`src/rtl/div_seq_pkg.sv`:
```
// Shared constants and types for the sequential divider: ALU op codes,
// FSM state encodings and the iteration count.
package div_seq_pkg;

    localparam logic [7:0] EXE_DIV_OP  = 8'b0001_1010;
    localparam logic [7:0] EXE_DIVU_OP = 8'b0001_1011;

    localparam int DIV_ITER = 32;

    typedef enum logic [1:0] {
        DIV_IDLE = 2'b00,
        DIV_CALC = 2'b01,
        DIV_DONE = 2'b10
    } div_state_e;

    // True for either divide flavour; everything else is ignored by the divider.
    function automatic logic is_div_op(input logic [7:0] op);
        return (op == EXE_DIV_OP) || (op == EXE_DIVU_OP);
    endfunction

endpackage

```
`src/rtl/div_step.sv`:
```
// One restoring-division iteration: shift {r,q} left by one, trial-subtract
// the divisor from the widened remainder and keep the difference when it
// does not borrow. The remainder stays below the divisor between steps, so a
// WIDTH+1 bit subtract is enough and its top bit is the borrow.
module div_step #(
    parameter int WIDTH = 32
) (
    input  logic [2*WIDTH-1:0] rq,
    input  logic [WIDTH-1:0]   divisor,
    output logic [2*WIDTH-1:0] rq_nxt
);

    logic [WIDTH-1:0] rem;
    logic [WIDTH-1:0] quo;
    logic [WIDTH:0]   rsh;
    logic [WIDTH:0]   diff;
    logic             borrow;

    assign rem    = rq[2*WIDTH-1:WIDTH];
    assign quo    = rq[WIDTH-1:0];
    assign rsh    = {rem, quo[WIDTH-1]};
    assign diff   = rsh - {1'b0, divisor};
    assign borrow = diff[WIDTH];

    assign rq_nxt = {borrow ? rsh[WIDTH-1:0] : diff[WIDTH-1:0],
                     quo[WIDTH-2:0], ~borrow};

endmodule

```
`src/rtl/div_seq.sv`:
```
// Sequential DIV/DIVU unit for the EX stage. Runs a 32-step restoring divide
// on operand magnitudes, stalls the front of the pipe while it works, then
// pulses hilo_we for one cycle with the sign-corrected quotient/remainder.
// flush annuls whatever is in flight.
module div_seq
    import div_seq_pkg::*;
#(
    parameter int WIDTH = 32
) (
    input  logic             clk,
    input  logic             resetn,
    input  logic             valid_i,
    input  logic [7:0]       alucontrol,
    input  logic [WIDTH-1:0] srca,
    input  logic [WIDTH-1:0] srcb,
    input  logic             flush,
    output logic             stall_o,
    output logic             busy_o,
    output logic             hilo_we,
    output logic [WIDTH-1:0] hi_o,
    output logic [WIDTH-1:0] lo_o
);

    localparam int CW = $clog2(DIV_ITER);

    div_state_e           state, state_nxt;
    logic [CW-1:0]        cnt;
    logic [WIDTH-1:0]     rem, quo, dvsr;
    logic [WIDTH-1:0]     hi_q, lo_q;
    logic [WIDTH-1:0]     hi_fix, lo_fix;
    logic [2*WIDTH-1:0]   rq_nxt;
    logic                 sign_q, sign_r;
    logic                 start, is_signed;
    logic                 neg_a, neg_b;

    assign start     = valid_i & ~flush & is_div_op(alucontrol);
    assign is_signed = (alucontrol == EXE_DIV_OP);
    assign neg_a     = is_signed & srca[WIDTH-1];
    assign neg_b     = is_signed & srcb[WIDTH-1];

    div_step #(.WIDTH(WIDTH)) u_step (
        .rq      ({rem, quo}),
        .divisor (dvsr),
        .rq_nxt  (rq_nxt)
    );

    // Two's complement fix-up; modulo 2^WIDTH so 0x80000000 negates to itself.
    assign lo_fix = sign_q ? -quo : quo;
    assign hi_fix = sign_r ? -rem : rem;

    // While the write strobe is up the fresh result is shown directly,
    // afterwards the committed copy is held.
    assign lo_o = hilo_we ? lo_fix : lo_q;
    assign hi_o = hilo_we ? hi_fix : hi_q;

    // State register.
    always_ff @(posedge clk or negedge resetn) begin
        if (!resetn) state <= DIV_IDLE;
        else         state <= state_nxt;
    end

    // Next-state and control outputs; flush overrides everything.
    always_comb begin
        state_nxt = state;
        stall_o   = 1'b0;
        hilo_we   = 1'b0;
        busy_o    = (state != DIV_IDLE);
        case (state)
            DIV_IDLE: begin
                if (start) begin
                    state_nxt = DIV_CALC;
                    stall_o   = 1'b1;
                end
            end
            DIV_CALC: begin
                stall_o = 1'b1;
                if (cnt == CW'(DIV_ITER - 1)) state_nxt = DIV_DONE;
            end
            DIV_DONE: begin
                hilo_we   = 1'b1;
                state_nxt = DIV_IDLE;
            end
            default: state_nxt = DIV_IDLE;
        endcase
        if (flush) begin
            state_nxt = DIV_IDLE;
            stall_o   = 1'b0;
            hilo_we   = 1'b0;
        end
    end

    // Operand capture on accept, one restoring step per CALC cycle.
    always_ff @(posedge clk or negedge resetn) begin
        if (!resetn) begin
            rem    <= '0;
            quo    <= '0;
            dvsr   <= '0;
            cnt    <= '0;
            sign_q <= 1'b0;
            sign_r <= 1'b0;
        end else if (state == DIV_IDLE && start) begin
            rem    <= '0;
            quo    <= neg_a ? -srca : srca;
            dvsr   <= neg_b ? -srcb : srcb;
            cnt    <= '0;
            sign_q <= neg_a ^ neg_b;
            sign_r <= neg_a;
        end else if (state == DIV_CALC) begin
            rem <= rq_nxt[2*WIDTH-1:WIDTH];
            quo <= rq_nxt[WIDTH-1:0];
            cnt <= cnt + CW'(1);
        end
    end

    // Commit the result when the write strobe actually fires.
    always_ff @(posedge clk or negedge resetn) begin
        if (!resetn) begin
            hi_q <= '0;
            lo_q <= '0;
        end else if (hilo_we) begin
            hi_q <= hi_fix;
            lo_q <= lo_fix;
        end
    end

endmodule

```
`config.mk`:
```
export PLATFORM = sky130hd
export DESIGN_NAME = div_seq
export DESIGN_NICKNAME = d
export VERILOG_FILES = /design/src/rtl/div_seq_pkg.sv /design/src/rtl/div_step.sv /design/src/rtl/div_seq.sv
export SDC_FILE = /design/constraint.sdc
export NUM_CORES = 1
export LEC_CHECK = 0
export ABC_AREA = 0
export ABC_CLOCK_PERIOD_IN_PS = 5200
export CAP_MARGIN = 20
export CORE_MARGIN = 2
export CORE_UTILIZATION = 50
export DETAILED_ROUTE_END_ITERATION = 8
export DONT_BUFFER_PORTS = 1
export PLACE_DENSITY = 0.67
export SETUP_SLACK_MARGIN = 0.5
export SLEW_MARGIN = 10
export SYNTH_ARGS = -nofsm -noshare
export SYNTH_HDL_FRONTEND = slang
export SYNTH_SLANG_ARGS = --single-unit
```
`constraint.sdc`:
```
create_clock -name clk -period 5.2 [get_ports clk]
set_clock_uncertainty 0.1 [all_clocks]
set_input_delay 1.04 -clock clk [delete_from_list [all_inputs] [get_ports clk]]
set_output_delay 1.04 -clock clk [all_outputs]
set_load 0.02 [all_outputs]
```
==> impl_metrics.yaml, run 1 <==
layout:
  layout_common_cells: "193 x nand2_1, 180 x o21ai_0, 165 x dfrtp_1"
  n_antenna_cell: 0
  final.fill_count: 2001
  layout_commonest_cell: "nand2_1"
  multi_input_area_mm2: 0.00640
  drive_gt1_frac: 0.0906
  nets: 1382
  area_growth_pct: 10.5
  ff_latch_area_mm2: 0.00423
worst_setup_path:
  cp_common_cell: "or4_4"
  cp-end-kind: "output port"
  max_stage_delay_ns: 0.54
  arrival_ns: 4.21
  cp.required_ns: 4.06
  cp_max_fo: 3
  critPathBufInv: 0
  crit_type: "reg2out"
  cp_cell_sequence: "or4_4 > or4_4 > or3_4 > or4_4 > or4_4 > or4_4 > o31ai_4 > xnor2_1 > o21ai_2"
  crit_family: "simple AND/OR/NAND/NOR gates"
  start_kind: "flip-flop"
  critPathSlowestCell: "or4_4"
routing:
  wl_um: 26500
  drc: 0
  drtPass1Iterations: 5
  vias: 8938
  final_antenna_net_count: 0
  via_per_inst: 5.73
  routedWlPerCell_um: 17.0
  drt-initial-drc-count: 594
sta:
  fin_crit_sh: 1.03
  rsz0062_at_grt: "yes"
  setup_violations: 5
  max_freq_ghz: 0.187
  worstMarginPinSlew_ns: 0.917
  slew-limit-headroom: 0.387
  fin_ws_ns: -0.146
  hold_slack_ns: 0.209
  finalHoldViolations: 0
  fin_tns_setup_ns: -0.470
  drv_slew: 0
  min_period_ns: 5.35
global_routing:
  gr-total-overflow: 0
  track_usage: 0.228
  antenna_found_initial: 0
  grt_max_degree: 170
  grt_pass1_wl_um: 41900
  grt_pass1_vias: 8160
yosys:
  synth_flop_cell: "dfrtp_1"
  syn-num-nets: 1401
  ys_top_cells_by_area: "dfrtp_1 39%, o21ai_0 8.7%, nand2_1 6.7%"
  synth_top_family_by_area: "compound AO/OA/AOI/OAI gates"
  syn_area_per_cell_um2: 8.48
  synth-edff-count: 0
  synth-simple-area-share: 0.168
  ys_seq_elements: 169
  synth-async-reset-ratio: 1.00
  synthCells: 1286
  yosysTopAreaCell: "dfrtp_1"
  synthAdderAreaFrac: 0.0455
  synth.distinct_cells: 56
  yosysWarningCount: 0
  synth_xor_area_frac: 0.117
  synth-compound-area-share: 0.211
  synth_top_area_share: 0.388
  netlist_area_mm2: 0.0109
  synth_mux_area_frac: 0.0267
  seq_area_frac_synth: 0.388
floorplanning:
  io_pins: 143
  die-area_mm2: 0.0230
  coreArea_mm2: 0.0216
  initial_core_util: 0.504
  std_cell_rows: 54
  die_width_um: 152
  die_y_um: 152
clock_network:
  clk_latency_ns: 0.43
  cts.sinks: 169
  cts_tree: "yes"
  htreeDepth: 4
  clockBufferDepth: 2
  path_clk_slew_ns: 0.07
  cts_buffers: 17
  root_buffer: "clkbuf_16"
  hold_buffers: 0
run_status:
  status: "finished with violations"
  violations: "negative setup slack"
power_and_ir_drop:
  p_int_mw: 2.50
  p_switching_mw: 1.16
  ir_drop_uv: 226
  p_sw_frac: 0.317
  p_leak_nw: 4.88
  clock_power_share: 0.346
  pwr-share-seq: 0.417
  powerDensity_mw_per_mm2: 303
  p_comb_frac: 0.237
placed_design:
  place.gp.congestion: 0.910
  dp_slack_ns: 0.167
  dp_hpwl_um: 19100
  portBuffers: 0
hold_path:
  min_path_type: "in2async"
job:
  maxCapViolCount: 0
-- per-layer routing --
metal	vias up	share of wire	track usage
met4	0	0.0098	0.0514
li1	4515	-	-
met1	4140	0.48	0.334
met2	259	0.43	0.339
met5	-	0	0
met3	24	0.084	0.0593
-- synth_stat cells, drive strengths merged (3+ instances only) --
master,count
nand3b,8
a22oi,30
nand4b,3
o21ai,203
o21a,5
a21oi,61
xor2,82
a31oi,10
buf,5
xnor2,63
or3,14
clkbuf,63
mux2i,28
nor2,44
nor2b,8
nand2b,11
o21bai,3
ha,38
nand2,194
nor3,25
and3,3
a21o,8
o41ai,10
dfrtp,169
nand3,23
o31ai,24
or2,3
nand4,8
and2,7
or4,17
a211oi,6
o211ai,13
inv,61
nor4,13
-- repair_timing --
item	4_1_cts	5_1_grt
setup buffers	9	4
endpoints found under the setup margin	19	19
gates cloned	0	0
gates resized for setup	26	16
pin swaps	6	8
-- area by class of cell --
type / instances / area share
flip-flops and latches: 169 / 0.351
multi-input cells: 988 / 0.531
repair buffers: 30 / 0.0204
well taps: 280 / 0.0291
clock buffers: 21 / 0.0399
clock inverters: 11 / 0.00924
inverters: 61 / 0.0190
-- final timing paths --
kind	slack [ns]	from	cells past startpoint	to
max in group asynchronous	4.44	resetn	0	rem[0]
worst min-delay path	0.21	resetn	0	lo_q[9]
worst max register to register	1.19	quo[8]	9	lo_q[31]
worst max-delay path	-0.15	quo[8]	9	lo_o[31]
worst min register to register	0.38	dvsr[26]	2	dvsr[26]
min in group clk	0.38	dvsr[26]	2	dvsr[26]
-- registers in the layout (all words and copies together), names as in the netlist --
register  cells
lo_q         32
hi_q         32
sign_q        1
quo          32
dvsr         32
rem          32
sign_r        1
state         2
cnt           5
-- power groups by stage --
stage	sequential, mW	combinational (mW)	clock, mW
2_1_floorplan	1.50	0.683	0
3_3_place_gp	1.54	0.832	0
3_5_place_dp	1.54	0.840	0
4_1_cts	1.52	0.854	1.29
5_1_grt	1.54	0.967	1.35
6_report	1.52	0.867	1.26
-- cell families (layout without fill, tap and decap cells) --
family,count (synthesis),in the layout
AO/OA/AOI/OAI,389,389
XOR/XNOR,145,145
adder cells (fa/ha/maj),39,39
buffers and inverters,129,123
flip-flops,169,169
multiplexers,29,29
AND/OR/NAND/NOR,386,386
-- metrics by stage --
step	cells	area (µm²)	power [mW]	utilization
final	1560	12000	3.66	0.557
after global routing	1560	12000	3.85	0.557
after CTS	1555	11900	3.66	0.551
after detailed placement	1514	11200	2.38	0.517
after global placement	1514	11200	2.37	0.517
after floorplan	1286	10900	2.18	-
Power figures use the tool's default switching activity.
==> run 2: changes to the inputs <==
Settings changed: CAP_MARGIN 20 to not set.
==> impl_metrics.yaml, run 2 (synthesis gave the netlist of run 1 again) <==
layout:
  ff_latch_area_mm2: 0.00423
  drive_gt1_frac: 0.0899
  nets: 1381
  area_growth_pct: 10.3
  layout_common_cells: "193 x nand2_1, 180 x o21ai_0, 165 x dfrtp_1"
  fin_area_mm2: 0.0120
  multi_input_area_mm2: 0.00640
  final.fill_count: 2007
  layout_commonest_cell: "nand2_1"
  n_antenna_cell: 0
placed_design:
  dp_slack_ns: 0.167
  placed_cell_area_mm2: 0.0112
  dp_hpwl_um: 19100
  portBuffers: 0
  place.gp.congestion: 0.910
worst_setup_path:
  arrival_ns: 4.21
  critPathSlowestCell: "or4_4"
  cp.required_ns: 4.06
  start_kind: "flip-flop"
  cp_max_fo: 3
  crit_type: "reg2out"
  critPathBufInv: 0
  cp_common_cell: "or4_4"
  max_stage_delay_ns: 0.54
  cp-end-kind: "output port"
  cp_cell_sequence: "or4_4 > or4_4 > or3_4 > or4_4 > or4_4 > or4_4 > o31ai_4 > xnor2_1 > o21ai_2"
  crit_family: "simple AND/OR/NAND/NOR gates"
floorplanning:
  die-area_mm2: 0.0230
  coreArea_mm2: 0.0216
  std_cell_rows: 54
  io_pins: 143
  die_width_um: 152
  die_y_um: 152
  initial_core_util: 0.504
global_routing:
  grt_pass1_wl_um: 41900
  grt_use_met2: 0.339
  gr-total-overflow: 0
  grtUsageMet3: 0.0593
  use_met1: 0.334
  grt_pass1_vias: 8160
  grt_busiest_layer: "met2"
  grt_max_degree: 170
  track_usage: 0.228
  antenna_found_initial: 0
sta:
  rsz0062_at_grt: "yes"
  worstMarginPinSlew_ns: 1.25
  fin_tns_setup_ns: -0.501
  hold_slack_ns: 0.210
  drv_slew: 0
  fin_ws_ns: -0.146
  slew-limit-headroom: 0.168
  max_freq_ghz: 0.187
  setup_violations: 5
  finalHoldViolations: 0
  fin_crit_sh: 1.03
  min_period_ns: 5.35
routing:
  via_per_inst: 5.75
  final_antenna_net_count: 0
  wl_um: 26500
  drc: 0
  routedWlPerCell_um: 17.0
  vias: 8959
  drtPass1Iterations: 6
  drt-initial-drc-count: 611
power_and_ir_drop:
  ir_drop_uv: 226
  powerDensity_mw_per_mm2: 304
  p_leak_nw: 4.87
  p_total_mw: 3.65
run_status:
  violations: "negative setup slack"
  status: "finished with violations"
clock_network:
  cts_tree: "yes"
  root_buffer: "clkbuf_16"
  cts.sinks: 169
  path_clk_slew_ns: 0.07
  clk_latency_ns: 0.43
  cts_buffers: 17
  hold_buffers: 0
  htreeDepth: 4
  clockBufferDepth: 2
hold_path:
  min_path_type: "in2async"
job:
  maxCapViolCount: 0
## run 2: cell count changes in the layout (fill, tap and decap cells not counted), sizes merged
cell  change
buf       -1
## run 2: final cells by class
type	count	share of cell area
clock buffers	21	0.0400
clock inverters	11	0.00926
inverters	61	0.0190
multi-input cells	988	0.532
flip-flops and latches	169	0.352
well taps	280	0.0291
repair buffers	29	0.0181
## run 2: metrics by stage
step	std cells	utilization
floorplan	1286	-
global placement	1514	0.517
detailed placement	1514	0.517
CTS	1555	0.551
global route	1559	0.556
finish	1559	0.556
## run 2: worst paths after layout
check / to / slack (ns) / cells after the start / start
setup / recovery: lo_o[31] / -0.15 / 9 / quo[8]
hold / removal: lo_q[9] / 0.21 / 0 / resetn
setup reg to reg: lo_q[31] / 1.19 / 9 / quo[8]
max in group asynchronous: rem[4] / 4.51 / 0 / resetn
hold reg to reg: dvsr[26] / 0.38 / 2 / dvsr[26]
min in group clk: dvsr[26] / 0.38 / 2 / dvsr[26]
## run 2: repair_timing
item / in CTS / in global routing
cloned: 0 / 0
endpoints found under the setup margin: 19 / 19
resized for setup: 26 / 16
setup buffers: 9 / 4
hold endpoints to repair: 0 / 0
pin swaps: 6 / 8
## run 2: metal layers
| layer | vias up | part of all wire |
|---|---|---|
| met3 | 23 | 0.085 |
| met1 | 4162 | 0.48 |
| li1 | 4513 | - |
| met4 | 0 | 0.0093 |
| met2 | 261 | 0.43 |
| met5 | - | 0 |
## run 2: report_power, final
group | switching (mW) | internal [mW] | total [mW]
combinational | 0.480 | 0.387 | 0.867
clock | 0.547 | 0.717 | 1.26
sequential | 0.130 | 1.39 | 1.52
total | 1.16 | 2.50 | 3.65
==> run 3: changes to the inputs <==
Settings changed: CORE_ASPECT_RATIO set to 0.9, CORE_UTILIZATION 50 to 38, PLACE_DENSITY 0.67 to 0.54.
==> impl_metrics.yaml, run 3 (synthesis gave the netlist of run 1 again) <==
routing:
  wl_um: 28500
  vias: 8735
  final_antenna_net_count: 0
  via_per_inst: 5.36
  routedWlPerCell_um: 17.4
  drc: 0
  drt-initial-drc-count: 634
  drtPass1Iterations: 5
clock_network:
  cts.sinks: 169
  path_clk_slew_ns: 0.07
  clockBufferDepth: 2
  hold_buffers: 0
  cts_buffers: 17
  root_buffer: "clkbuf_16"
  htreeDepth: 4
  clk_latency_ns: 0.43
  cts_tree: "yes"
layout:
  n_antenna_cell: 0
  layout_common_cells: "192 x nand2_1, 179 x o21ai_0, 167 x dfrtp_1"
  nets: 1374
  ff_latch_area_mm2: 0.00423
  drive_gt1_frac: 0.0858
  final.fill_count: 2802
  layout_commonest_cell: "nand2_1"
  multi_input_area_mm2: 0.00644
  area_growth_pct: 11.1
global_routing:
  grt_max_degree: 170
  grt_pass1_wl_um: 46100
  gr-total-overflow: 0
  antenna_found_initial: 0
  grt_pass1_vias: 8386
  track_usage: 0.192
sta:
  rsz0062_at_grt: "yes"
  min_period_ns: 5.32
  drv_slew: 0
  fin_tns_setup_ns: -0.316
  max_freq_ghz: 0.188
  finalHoldViolations: 0
  fin_ws_ns: -0.125
  hold_slack_ns: 0.218
  worstMarginPinSlew_ns: 1.31
  setup_violations: 5
  slew-limit-headroom: 0.128
  fin_crit_sh: 1.02
hold_path:
  min_path_type: "in2async"
worst_setup_path:
  critPathSlowestCell: "or4_4"
  cp_cell_sequence: "or4_4 > or4_4 > or3_4 > or4_4 > or4_4 > or4_4 > o31ai_4 > xor2_1 > o21ai_2"
  cp_common_cell: "or4_4"
  cp_max_fo: 3
  rr_startpoint: "quo[31]"
  cp.required_ns: 4.06
  start_kind: "flip-flop"
  cp-end-kind: "output port"
  crit_type: "reg2out"
  reg2reg_depth: 13
  arrival_ns: 4.18
  r2r-end: "rem[17]"
  rrSetupSlack_ns: 1.18
  max_stage_delay_ns: 0.54
floorplanning:
  die-area_mm2: 0.0301
  initial_core_util: 0.388
  die_width_um: 183
  io_pins: 143
  die_y_um: 165
  coreArea_mm2: 0.0281
  std_cell_rows: 58
run_status:
  status: "finished with violations"
  violations: "negative setup slack"
power_and_ir_drop:
  ir_drop_uv: 215
  p_leak_nw: 4.86
  powerDensity_mw_per_mm2: 301
  p_total_mw: 3.64
placed_design:
  dp_slack_ns: 0.221
  place.gp.congestion: 0.877
  dp_hpwl_um: 20700
  portBuffers: 0
job:
  maxCapViolCount: 0
## run 3: cell count changes in the layout (fill, tap and decap cells not counted), sizes merged
cell      before  now
buf           29   22
clkinvlp       5    4
inv           64   65
clkinv         2    4
clkbuf        21   18
## run 3: worst max path at each step
stage / start / end / slack, ns / depth (start not counted)
floorplan: quo[8] / lo_o[29] / 0.42 / 9
finish: quo[8] / lo_o[28] / -0.12 / 9
CTS: quo[8] / lo_o[29] / -0.14 / 9
global route: quo[8] / lo_o[28] / -0.25 / 9
global placement: quo[8] / lo_o[29] / 0.25 / 9
detailed placement: quo[8] / lo_o[29] / 0.22 / 9
## run 3: layer usage
layer  part of all wire  GRT usage  routed length (µm)
met3              0.066     0.0540                1890
met4             0.0064     0.0326                 182
met5                  0          0                   0
met2               0.40      0.268               11300
met1               0.53      0.295               15000
## run 3: cell type report
cell class | count | share of cell area
repair buffers | 22 | 0.0160
multi-input cells | 988 | 0.532
inverters | 61 | 0.0189
clock buffers | 18 | 0.0363
clock inverters | 13 | 0.00982
well taps | 360 | 0.0372
flip-flops and latches | 169 | 0.349
## run 3: what timing repair did
item                       4_1_cts  5_1_grt
gates cloned                     0        0
resized for setup               25       24
pin swaps                        9       15
setup buffers                    7        4
setup endpoints to repair       19       20
## run 3: through the flow
stage,std cells,util,instance area (µm²)
6_report,1631,0.431,12100
5_1_grt,1631,0.431,12100
4_1_cts,1627,0.426,12000
3_5_place_dp,1589,0.402,11300
3_3_place_gp,1589,0.402,11300
2_1_floorplan,1286,-,10900
## run 3: critical path, delay by kind of cell, from the launching register on
family          cells  cell delay, ns
simple gates        6            2.77
xor+xnor            1            0.11
flops               1            0.39
compound gates      2            0.50
## run 3: power by group
part	total, mW	switching [mW]	internal, mW
combinational	0.865	0.477	0.389
clock	1.24	0.567	0.674
sequential	1.54	0.142	1.39
